===== src/rtl/seg7_scan_display.sv =====
// rtl/seg7_scan_display.sv - four-digit multiplexed seven-segment driver with frame-aligned value commit
module seg7_scan_display #(
    parameter int CLOCK_FREQ   = 100_000_000,
    parameter int REFRESH_HZ   = 1000,
    parameter int BLANK_CYCLES = 16
) (
    input  logic        clk,
    input  logic        rst,
    input  logic [15:0] value_in,
    input  logic [3:0]  dp_in,
    input  logic        value_valid,
    input  logic        freeze,
    input  logic        blank_lz,
    output logic [6:0]  seg,
    output logic        dp,
    output logic [3:0]  an,
    output logic        frame_tick
);

    localparam int DIGIT_TICKS = CLOCK_FREQ / (4 * REFRESH_HZ);
    localparam int CW          = (DIGIT_TICKS > 1) ? $clog2(DIGIT_TICKS) : 1;

    logic [CW-1:0] cnt;
    logic [1:0]    idx;
    logic [15:0]   pend_val;
    logic [3:0]    pend_dp;
    logic          pend_full;
    logic [15:0]   disp_val;
    logic [3:0]    disp_dp;
    logic          wrap_q;

    logic          slot_end;
    logic          wrap;
    logic          capture;
    logic [15:0]   disp_shift;
    logic          digit_blank;
    logic [6:0]    seg_next;
    logic [3:0]    an_next;

    // Slot/frame boundary detection and capture qualification
    always_comb begin
        slot_end = (cnt == CW'(DIGIT_TICKS - 1));
        wrap     = slot_end && (idx == 2'd3);
        capture  = value_valid && !freeze;
    end

    // Current digit nibble, leading-zero test and anode selection
    always_comb begin
        disp_shift  = disp_val >> {idx, 2'b00};
        digit_blank = blank_lz && (idx != 2'd0) && (disp_shift == 16'h0000);
        an_next     = 4'hF;
        if (!(cnt < CW'(BLANK_CYCLES)) && !digit_blank) begin
            an_next = ~(4'b0001 << idx);
        end
    end

    // Hex nibble to active-low {g,f,e,d,c,b,a}
    always_comb begin
        seg_next = 7'h7F;
        case (disp_shift[3:0])
            4'h0: seg_next = 7'b1000000;
            4'h1: seg_next = 7'b1111001;
            4'h2: seg_next = 7'b0100100;
            4'h3: seg_next = 7'b0110000;
            4'h4: seg_next = 7'b0011001;
            4'h5: seg_next = 7'b0010010;
            4'h6: seg_next = 7'b0000010;
            4'h7: seg_next = 7'b1111000;
            4'h8: seg_next = 7'b0000000;
            4'h9: seg_next = 7'b0010000;
            4'hA: seg_next = 7'b0001000;
            4'hB: seg_next = 7'b0000011;
            4'hC: seg_next = 7'b1000110;
            4'hD: seg_next = 7'b0100001;
            4'hE: seg_next = 7'b0000110;
            4'hF: seg_next = 7'b0001110;
            default: seg_next = 7'h7F;
        endcase
    end

    // Slot counter and digit index
    always_ff @(posedge clk or posedge rst) begin
        if (rst) begin
            cnt <= '0;
            idx <= 2'd0;
        end else if (slot_end) begin
            cnt <= '0;
            idx <= idx + 2'd1;
        end else begin
            cnt <= cnt + CW'(1);
        end
    end

    // Double buffer: strobes land in pending, commit to display only at frame wrap
    always_ff @(posedge clk or posedge rst) begin
        if (rst) begin
            pend_val  <= 16'h0000;
            pend_dp   <= 4'h0;
            pend_full <= 1'b0;
            disp_val  <= 16'h0000;
            disp_dp   <= 4'h0;
        end else if (wrap && capture) begin
            disp_val  <= value_in;
            disp_dp   <= dp_in;
            pend_full <= 1'b0;
        end else begin
            if (capture) begin
                pend_val  <= value_in;
                pend_dp   <= dp_in;
                pend_full <= 1'b1;
            end
            if (wrap && pend_full) begin
                disp_val  <= pend_val;
                disp_dp   <= pend_dp;
                pend_full <= 1'b0;
            end
        end
    end

    // Registered outputs; frame_tick is delayed so it coincides with slot 0's first output cycle
    always_ff @(posedge clk or posedge rst) begin
        if (rst) begin
            seg        <= 7'h7F;
            dp         <= 1'b1;
            an         <= 4'hF;
            wrap_q     <= 1'b0;
            frame_tick <= 1'b0;
        end else begin
            seg        <= seg_next;
            dp         <= ~disp_dp[idx];
            an         <= an_next;
            wrap_q     <= wrap;
            frame_tick <= wrap_q;
        end
    end

endmodule


===== config.mk =====
export PLATFORM = sky130hd
export DESIGN_NAME = seg7_scan_display
export DESIGN_NICKNAME = d
export VERILOG_FILES = /design/src/rtl/seg7_scan_display.sv
export SDC_FILE = /design/constraint.sdc
export NUM_CORES = 1
export LEC_CHECK = 0
export ABC_AREA = 1
export BUFFER_PORTS_ARGS = -buffer_cell sky130_fd_sc_hd__clkbuf_2
export CAP_MARGIN = 0
export CORE_ASPECT_RATIO = 0.75
export CORE_MARGIN = 4
export CORE_UTILIZATION = 59
export CTS_BUF_LIST = sky130_fd_sc_hd__clkbuf_4 sky130_fd_sc_hd__clkbuf_8
export DETAILED_ROUTE_END_ITERATION = 6
export PLACE_DENSITY = 0.87
export REMOVE_ABC_BUFFERS = 1
export SYNTH_ARGS = -nofsm -noshare
export SYNTH_HDL_FRONTEND = slang
export SYNTH_SLANG_ARGS = --single-unit

===== constraint.sdc =====
create_clock -name clk -period 3.1 [get_ports clk]
set_input_delay 0.155 -clock clk [delete_from_list [all_inputs] [get_ports clk]]
set_output_delay 0.155 -clock clk [all_outputs]
set_load 0.01 [all_outputs]

## Word level (Yosys, flattened, before mapping)

Memory sizes are Yosys's and may differ from the RTL's. A register that Yosys moved wholly into a read port is not among the register bits.
Index checks and enable logic that the tools add are counted.

| storage, ports and cells | value |
|---|---|
| ROM bits | 112 |
| bits of input ports | 25 |
| logic and storage cells | 49 |
| memories | 1 |
| register bits after elaboration | 65 |

| cells by class | value |
|---|---|
| bitwise logic cells | 3 |
| $add $sub $neg | 2 |
| shift operators | 2 |
| magnitude comparators | 2 |
| equality and inequality tests | 2 |
| reductions and logical operators | 15 |
| muxes and demuxes | 11 |

Memories:

| memory | words | bits a word | rd ports | clocked after memory_dff | write ports | RTL line | text |
|---|---|---|---|---|---|---|---|
| (name not given) | 16 | 7 | 1 | 1 | 0 | 60 | `case (disp_shift[3:0])` |

Operators with widths:

| cell | count |
|---|---|
| $mux W16 | 2 |
| $logic_not A16 Y1 | 1 |
| $shr A16 B4 Y16 | 1 |
| $add A15 B1 Y15 const B | 1 |
| $eq A15 B15 Y1 const B | 1 |
| $lt A15 B5 Y1 const B | 1 |
| $mux W15 | 1 |
| $mux W4 | 3 |
| $logic_and A1 B1 Y1 | 7 |
| $mux W1 | 4 |
| $not A4 Y4 | 1 |
| $reduce_bool A2 Y1 | 2 |
| $shl A1 B2 Y4 const A | 1 |
| $logic_not A1 Y1 | 3 |
| $lt A2 B3 Y1 const B | 1 |
| $reduce_bool A3 Y1 | 1 |
| $add A2 B1 Y2 const B | 1 |
| $bmux W1 S2 | 1 |
| $eq A2 B2 Y1 const B | 1 |
| $not A1 Y1 | 2 |
| $reduce_and A2 Y1 | 1 |

## Depth between registers and ports, before layout

Gate-level depths: netlist of the first run.

| logic depth | value |
|---|---|
| depth after elaboration | 6 |
| depth in mapped cells | 12 |
| gate-level depth less buffers | 11 |

## Worst setup path before layout of the first run

OpenSTA, ideal clock, no wires.

| path | value |
|---|---|
| kind | flip-flop to flip-flop |
| start | reg idx[0] |
| end | reg an[0] |
| data arrival time | 1.771 ns |
| stages on the path, launching flop included | 12 |
| setup slack | 1.263 ns |
| path through | dfrtp_1 > buf_6 > nand2_1 > nand2_1 > o21ai_0 > ha_1 > nand2_1 > nor2_1 > nand3_1 > a21oi_1 > nand2_1 > nand3_1 |

| on the way | value |
|---|---|
| longest elaborated chain between the ends | 6 |
| elaborated cells on any way between the ends | 10 |

Ends and longest elaborated chain:

| item | RTL line | text |
|---|---|---|
| start, declared | 24 | `logic [1:0] idx;` |
| start signal, assigned | 88 | `idx <= idx + 2'd1;` |
| $shr A16 B4 Y16 / $reduce_bool A2 Y1 (equally long branches) | 49, 50 |  |
| $logic_not A16 Y1 / $logic_and A1 B1 Y1 (equally long branches) | 50 | `digit_blank = blank_lz && (idx != 2'd0) && (disp_shift == 16'h0000);` |
| $logic_and A1 B1 Y1 | 50 |  |
| $logic_not A1 Y1 | 52 | `if (!(cnt < CW'(BLANK_CYCLES)) && !digit_blank) begin` |
| $logic_and A1 B1 Y1 | 52 |  |
| $mux W4 (*) | 52 |  |
| via an_next[0] | 38 | `logic [3:0] an_next;` |
| end signal, assigned | 131 | `an <= an_next;` |
| end, declared | 16 | `output logic [3:0] an,` |

Mark *: on every way through the listed nets, which the timed path passes. The rest lies on a longest branch.
A chain may end at the register's enable or synchronous reset.

## Worst setup path in the final report of the first run

Ends and elaborated chain as after synthesis.

==> impl_metrics.yaml, run 1 <==
routing:
  wl_per_cell_um: 12.9
  top_layer_used: "met4"
  wl_met1_um: 3850
  wl_met2_um: 3710
  routed_wl_um: 8160
  drtIter0Drc: 244
  met3_length_um: 518
  first_pass_iters: 5
  vias: 3254
  drc: 0
  ant_nets: 0
  vias_per_cell: 5.13
clock_network:
  clk_latency_ns: 0.35
  clockBufferDepth: 2
  clock_sinks: 72
  cts_tree: "done"
  htreeDepth: 3
  clkTransAtPathRegs_ns: 0.08
  cts_buffers: 9
  cts_root_buf: "clkbuf_8"
worst_setup_path:
  critPathArrivalTime_ns: 2.82
  r2r-start: "idx[0]"
  cp_common_cell: "nand2_1"
  cp_max_fo: 16
  worst_setup_path_start_kind: "flip-flop"
  slowest_delay_ns: 0.68
  startpoint: "idx[0]"
  cp_cell_sequence: "inv_2, nand2_1, nand2_1, o21ai_0, ha_1, nand2_1, nor2_1, nand3_1, a21oi_1, nand2_1, nand3_1"
  slowest_stage: "dfrtp_1"
  end_kind: "flip-flop"
  setup.worst_path.class: "reg -> reg"
  cp.required_ns: 3.39
grt:
  grt_max_degree: 37
  overflow: 0
  antenna_found_initial: 0
  first_global_vias: 3013
  grt_pass1_wl_um: 13900
  track_usage: 0.224
die:
  start_util: 0.629
  rows: 24
  dieWidth_um: 100
  fp.dieH_um: 77.3
  die_area_um2: 7750
  ioPinCount: 38
  core-area_um2: 6010
placed_design:
  dpl.hpwl_um: 5730
  numPortBuffers: 37
  gp_congestion: 0.941
synth:
  synth_seq_cells: 72
  syn_inst: 514
  syn_area_um2: 3770
  synth_cell_types: 32
  yosys_warnings: 0
  synth.yosys.seq_area_share: 0.481
  syn_area_per_cell_um2: 7.34
min_path:
  hp-class: "in -> reg"
  hold_start: "value_in[1]"
sta:
  relSlewSlack: 0.521
  rsz0062_at_grt: "no"
  finalSetupViolations: 0
  max_freq_ghz: 0.394
  slew_violations: 0
  worst_hold_slack_ns: 0.0436
  setup_tns_ns: 0
  fin_crit_ns: 2.54
  hold_viol: 0
  fin_crit_sh: 0.818
  fin_skew_ns: 0.00865
  worst_pin_slew_ns: 0.718
cells_and_area:
  final_core_util: 0.699
  antenna_cells: 0
  drive_gt1_frac: 0.147
  final_common_cell: "nand2_1"
  area_growth_pct: 11.3
  fill_cells: 516
  fin_nets: 586
  final_cell_mix: "nand2_1 (196), nor2_1 (71), dfrtp_1 (60), inv_1 (53), nand3_1 (44)"
power:
  sw_frac_of_total: 0.236
  p_sw_mw: 0.436
  power_density_nw_per_um2: 440
  peakVddDrop_v: 0.000270
  seqPwrFrac: 0.536
  power_mw: 1.85
  pwr-share-comb: 0.064
  p_clk_frac: 0.400
  leakagePower_nw: 2.46
  p_int_mw: 1.41
run:
  maxCapViolations: 0
status:
  outcome: "finished, final reports clean"
==> flip-flops by register name, indices dropped and copies added, names as in the netlist <==
name        count
disp_dp         4
pend_val       16
idx             2
cnt            15
pend_dp         4
wrap_q          1
pend_full       1
dp              1
disp_val       16
seg             7
frame_tick      1
an              4
==> cell families (layout without fill, tap and decap cells) <==
group,count (synthesis),after routing,synth area share
XOR/XNOR,6,6,0.0139
adder cells (fa/ha/maj),10,10,0.0331
AND/OR/NAND/NOR,331,331,0.358
AO/OA/AOI/OAI,20,20,0.0302
flip-flops,72,72,0.481
buffers and inverters,75,117,0.0835
==> cells in the mapped netlist <==
library cell    n  area share
nor2_1         71       0.071
nor2_2          2      0.0033
or2_1           1      0.0017
buf_2           5      0.0066
ha_1           10       0.033
nand3b_1        1      0.0020
nand2_1       196        0.19
nand2_4         1      0.0030
o21ai_0         8       0.011
buf_1           2      0.0020
nor3_1          6      0.0080
a32o_1          1      0.0027
o21ai_1         2      0.0027
xor2_1          6       0.014
o21ai_2         1      0.0023
buf_4           1      0.0020
clkbuf_1        6      0.0060
dfrtp_1        60        0.40
nand2_2         3      0.0050
nand3_1        44       0.058
inv_1          54       0.054
a21oi_1         6      0.0080
nor2_4          1      0.0030
clkinv_2        1      0.0013
buf_6           3      0.0089
nand4_1         4      0.0066
dfstp_2        12       0.084
clkinv_1        1     0.00099
inv_2           2      0.0020
a211oi_1        1      0.0020
nor4_1          1      0.0017
o21bai_1        1      0.0020
==> layout make-up <==
cell class / count / area (um^2) / share of cell area
repair buffers: 43 / 233 / 0.0554
clock buffers: 12 / 146 / 0.0349
clock inverters: 4 / 45.0 / 0.0107
flip-flops and latches: 72 / 1820 / 0.433
inverters: 58 / 219 / 0.0521
well taps: 78 / 97.6 / 0.0232
multi-input cells: 367 / 1640 / 0.391
==> worst max-delay path: cells and delay by family (launching register included) <==
kind | cells | cell delay (ns)
AO/OA/AOI/OAI | 2 | 0.63
adder cells (fa/ha/maj) | 1 | 0.31
buffers and inverters | 1 | 0.23
AND/OR/NAND/NOR | 7 | 0.62
flip-flops | 1 | 0.68
==> power by group through the flow <==
stage               logic [mW]  clock network (mW)  registers (mW)
finish                   0.119               0.739           0.989
global route             0.138               0.797           0.992
global placement         0.114                   0            1.00
detailed placement       0.119                   0            1.01
floorplan               0.0789                   0            1.00
CTS                      0.120               0.751           0.989
==> per-stage QoR <==
stage               setup slack [ns]  area (um^2)  instances
global route                   0.310         4200        634
global placement               0.929         4000        617
floorplan                      0.604         3680        497
finish                         0.565         4200        634
detailed placement             0.651         4000        617
CTS                            0.644         4200        634
==> routing by layer <==
metal / up-vias / track usage
li1: 1650 / -
met1: 1463 / 0.318
met2: 133 / 0.345
met3: 8 / 0.0580
met4: 0 / 0.0538
met5: - / 0
==> what timing repair did <==
| action | CTS | global route |
|---|---|---|
| hold buffers | 1 | 0 |
| hold endpoints to repair | 25 | 0 |
| gates resized for setup | 0 | 0 |
| setup buffers | 0 | 0 |
==> final timing paths <==
path	to	slack [ns]	depth (start not counted)
max in group asynchronous	dp	1.87	4
min in group asynchronous	cnt[0]	0.46	3
setup / recovery	an[0]	0.56	11
hold reg to reg	frame_tick	0.38	0
setup reg to reg	an[0]	0.56	11
hold / removal	pend_val[1]	0.04	3
No activity file was read; power rests on OpenSTA's default activity.
==> run 2: changes to the inputs <==
==> constraint.sdc (replaced) <==
create_clock -name clk -period 2.5 [get_ports clk]
set_input_delay 0.125 -clock clk [delete_from_list [all_inputs] [get_ports clk]]
set_output_delay 0.125 -clock clk [all_outputs]
set_load 0.01 [all_outputs]
==> impl_metrics.yaml, run 2 (same netlist as run 1, synthesis figures left out) <==
power:
  peakVddDrop_v: 0.000333
  leakagePower_nw: 2.48
  power_density_nw_per_um2: 538
  power_mw: 2.28
sta:
  rsz0062_at_grt: "no"
  relSlewSlack: 0.425
  slew_violations: 0
  fin_skew_ns: 0.00886
  fin_crit_sh: 0.841
  fin_crit_ns: 2.10
  max_freq_ghz: 0.476
  worst_hold_slack_ns: 0.0141
  hold_viol: 0
  setup_tns_ns: 0
  worst_pin_slew_ns: 0.861
  layout_setup_ws_ns: 0.398
  finalSetupViolations: 0
min_path:
  hp-class: "in -> reg"
  hold_end: "pend_val[9]"
  hold_start: "value_in[9]"
  holdPathStages: 3
worst_setup_path:
  setup.worst_path.class: "reg -> reg"
  worst_setup_path_start_kind: "flip-flop"
  cp_max_fo: 16
  reg2reg_depth: 11
  startpoint: "idx[0]"
  cp.required_ns: 2.79
  r2r-start: "idx[0]"
  reg2reg_slack_ns: 0.40
  end_kind: "flip-flop"
  critPathArrivalTime_ns: 2.39
  r2r_end: "an[1]"
placed_design:
  gp_congestion: 0.926
  place_area_um2: 4030
  numPortBuffers: 37
  dpl.hpwl_um: 6030
  post-place-ws_ns: 0.238
  dp_cells: 620
cells_and_area:
  area_growth_pct: 12.2
  reg_top3: "disp_val x16, pend_val x16, cnt x15"
  final_common_cell: "nand2_1"
  layout.cells.non_filler: 637
  final_design_area_no_fill_um2: 4240
  final_core_util: 0.705
  fin_nets: 589
  antenna_cells: 0
  final_cell_mix: "nand2_1 (196), nor2_1 (71), dfrtp_1 (59), inv_1 (53), nand3_1 (44)"
  drive_gt1_frac: 0.154
routing:
  vias_per_cell: 5.04
  wl_per_cell_um: 12.7
  drc: 0
  first_pass_iters: 4
  ant_nets: 0
  drtIter0Drc: 155
  vias: 3208
  routed_wl_um: 8110
die:
  fp.dieH_um: 77.3
  ioPinCount: 38
  core-area_um2: 6010
  start_util: 0.629
  die_area_um2: 7750
  dieWidth_um: 100
  rows: 24
grt:
  antenna_found_initial: 0
  grt_pass1_wl_um: 14000
  first_global_vias: 3012
  track_usage: 0.229
  grt_max_degree: 44
  overflow: 0
clock_network:
  clock_sinks: 72
  htreeDepth: 3
  cts_buffers: 9
  cts_tree: "done"
  cts_root_buf: "clkbuf_8"
  clk_latency_ns: 0.35
  clockBufferDepth: 2
  clkTransAtPathRegs_ns: 0.07
run:
  maxCapViolations: 0
status:
  outcome: "finished, final reports clean"
==> run 2: cell types whose count changed in the layout (fill, tap and decap cells not counted), sizes merged <==
| cell | change |
|---|---|
| buf | +3 |
==> run 2: layout make-up <==
type	count	area, um^2
Sequential cell	72	1820
Tap cell	78	97.6
Inverter	58	219
Clock buffer	12	146
Timing Repair Buffer	46	268
Multi-Input combinational cell	367	1640
Clock inverter	4	45.0
Fill cell	464	1770
==> run 2: worst max path at each step <==
stage	end	slack (ns)
floorplan	disp_dp[0]	0.03
global placement	an[0]	0.46
detailed placement	an[2]	0.24
CTS	an[0]	0.23
global route	an[0]	0.15
finish	an[1]	0.40
==> run 2: metal layers <==
layer	routed length, um	vias to the layer above	track usage	part of all wire
met2	3760	81	0.353	0.46
met5	0	-	0	0
met3	452	6	0.0635	0.056
li1	-	1660	-	-
met4	57	0	0.0686	0.0070
met1	3840	1461	0.317	0.47
==> run 2: critical path, stage by stage (launching register included) <==
cell and delay, ns:
dfrtp_2 0.53, inv_2 0.17, nand2_1 0.10, nand2_1 0.08, o21ai_1 0.31, ha_1 0.27
nand2_1 0.07, nor2_1 0.10, nand3_1 0.08, a21oi_1 0.13, nand2_1 0.11, nand3_1 0.09
==> run 2: report_power, final <==
part	internal [mW]	switching (mW)
Sequential	1.21	0.0211
Clock	0.489	0.414
Combinational	0.0552	0.0936
Total	1.75	0.529
==> run 2: timing repair <==
item / in CTS / in global routing
endpoints found under the setup margin: 0 / 4
hold buffers: 1 / 0
setup buffers: 0 / 0
resized for setup: 0 / 1
endpoints found under the hold margin: 29 / 0
==> run 3: changes to the inputs <==
==> constraint.sdc (replaced) <==
create_clock -name clk -period 2.2 [get_ports clk]
set_input_delay 0.11 -clock clk [delete_from_list [all_inputs] [get_ports clk]]
set_output_delay 0.11 -clock clk [all_outputs]
set_load 0.01 [all_outputs]
==> impl_metrics.yaml, run 3 (same netlist as run 1, synthesis figures left out) <==
clock_network:
  clock_sinks: 72
  post_cts_buffers: 0
  clk_latency_ns: 0.35
  htreeDepth: 3
  cts_root_buf: "clkbuf_8"
  cts_tree: "done"
  cts_buffers: 9
  clkTransAtPathRegs_ns: 0.07
  clockBufferDepth: 2
cells_and_area:
  final_core_util: 0.730
  antenna_cells: 0
  regArea_um2: 1820
  fill_cells: 493
  drive_gt1_frac: 0.157
  final_common_cell: "nand2_1"
  layout.cells.non_filler: 646
  area_growth_pct: 16.2
  multiInputGateArea_um2: 1650
  final_design_area_no_fill_um2: 4390
  fin_nets: 598
  reg_top3: "disp_val x16, pend_val x16, cnt x15"
  final_cell_mix: "nand2_1 (196), nor2_1 (71), dfrtp_1 (59), inv_1 (52), nand3_1 (44)"
die:
  dieWidth_um: 100
  rows: 24
  core-area_um2: 6010
  ioPinCount: 38
  start_util: 0.629
  fp.dieH_um: 77.3
  die_area_um2: 7750
worst_setup_path:
  setup.worst_path.class: "reg -> reg"
  worst_setup_path_start_kind: "flip-flop"
  cp.required_ns: 2.48
  cp_max_fo: 11
  critPathArrivalTime_ns: 2.28
  end_kind: "flip-flop"
sta:
  max_freq_ghz: 0.500
  worst_hold_slack_ns: 0.00812
  worst_pin_slew_ns: 0.528
  setup_tns_ns: 0
  fin_crit_ns: 2.00
  rsz0062_at_grt: "no"
  fin_skew_ns: 0.0110
  finalSetupViolations: 0
  relSlewSlack: 0.647
  fin_crit_sh: 0.909
  hold_viol: 0
  slew_violations: 0
routing:
  first_pass_iters: 5
  routed_wl_um: 8310
  wl_per_cell_um: 12.9
  ant_nets: 0
  drc: 0
  drtIter0Drc: 216
  vias_per_cell: 5.22
  vias: 3374
placed_design:
  place_area_um2: 4050
  gp_congestion: 0.938
  dpl.hpwl_um: 5940
  numPortBuffers: 37
  dp_cells: 622
grt:
  grt_pass1_wl_um: 14500
  grt_max_degree: 50
  overflow: 0
  antenna_found_initial: 0
  track_usage: 0.232
  first_global_vias: 3156
power:
  power_density_nw_per_um2: 646
  peakVddDrop_v: 0.000522
  leakagePower_nw: 2.54
run:
  maxCapViolations: 0
status:
  outcome: "finished, final reports clean"
min_path:
  hp-class: "in -> reg"
## run 3: cell types whose count changed in the layout (fill, tap and decap cells not counted)
cell / before / now
clkinv_2: 4 / 2
clkinv_1: 1 / 2
o21ai_1: 2 / 1
clkbuf_8: 9 / 10
inv_1: 53 / 52
nand2_2: 3 / 2
buf_4: 7 / 9
nand2_4: 1 / 2
bufinv_16: 1 / 3
clkinvlp_4: 0 / 2
o21ai_2: 1 / 2
dlygate4sd3_1: 1 / 8
clkbuf_4: 3 / 0
## run 3: final timing paths
path	startpoint	to	slack (ns)	cells after the start
min	value_in[7]	pend_val[7]	0.008	3
max reg2reg	idx[0]	seg[6]	0.20	11
min reg2reg	wrap_q	frame_tick	0.36	0
max	idx[0]	seg[6]	0.20	11
min in group asynchronous	rst	cnt[5]	0.34	3
max in group asynchronous	rst	an[2]	1.18	4
## run 3: metrics by stage
step                power, mW  setup slack, ns
floorplan                1.52           -0.251
global placement         1.58            0.276
detailed placement       1.59            0.122
CTS                      2.86            0.101
global route             2.97          0.00244
finish                   2.84            0.199
## run 3: report_power, final
group          total, mW  internal [mW]  switching, mW
Sequential          1.39           1.37         0.0233
Combinational      0.185         0.0738          0.111
Clock               1.26          0.778          0.479
Total               2.84           2.22          0.613
## run 3: routing by layer
| layer | part of all wire | track usage | vias up |
|---|---|---|---|
| met4 | 0.020 | 0.0875 | 0 |
| met5 | 0 | 0 | - |
| met2 | 0.45 | 0.357 | 120 |
| met1 | 0.46 | 0.326 | 1564 |
| li1 | - | - | 1671 |
| met3 | 0.066 | 0.0444 | 19 |
## run 3: timing repair
| item | CTS | global route |
|---|---|---|
| hold buffers | 8 | 0 |
| setup endpoints to repair | 0 | 9 |
| resized for setup | 0 | 4 |
| hold endpoints to repair | 22 | 0 |
## run 3: area by class of cell
cell class,count,area share
Tap cell,78,0.0222
Timing Repair Buffer,55,0.0804
Multi-Input combinational cell,367,0.376
Clock inverter,6,0.0242
Clock buffer,10,0.0314
Sequential cell,72,0.414
Inverter,58,0.0508
## run 3: worst max-delay path: stages, from the launching register on
cell     delay [ns]
dfrtp_2        0.49
buf_4          0.19
nand2_1        0.06
nand2_1        0.07
o21ai_0        0.28
buf_4          0.20
inv_1          0.08
ha_1           0.22
nand3_1        0.15
nand2_1        0.07
nand2_1        0.07
nand2_1        0.06
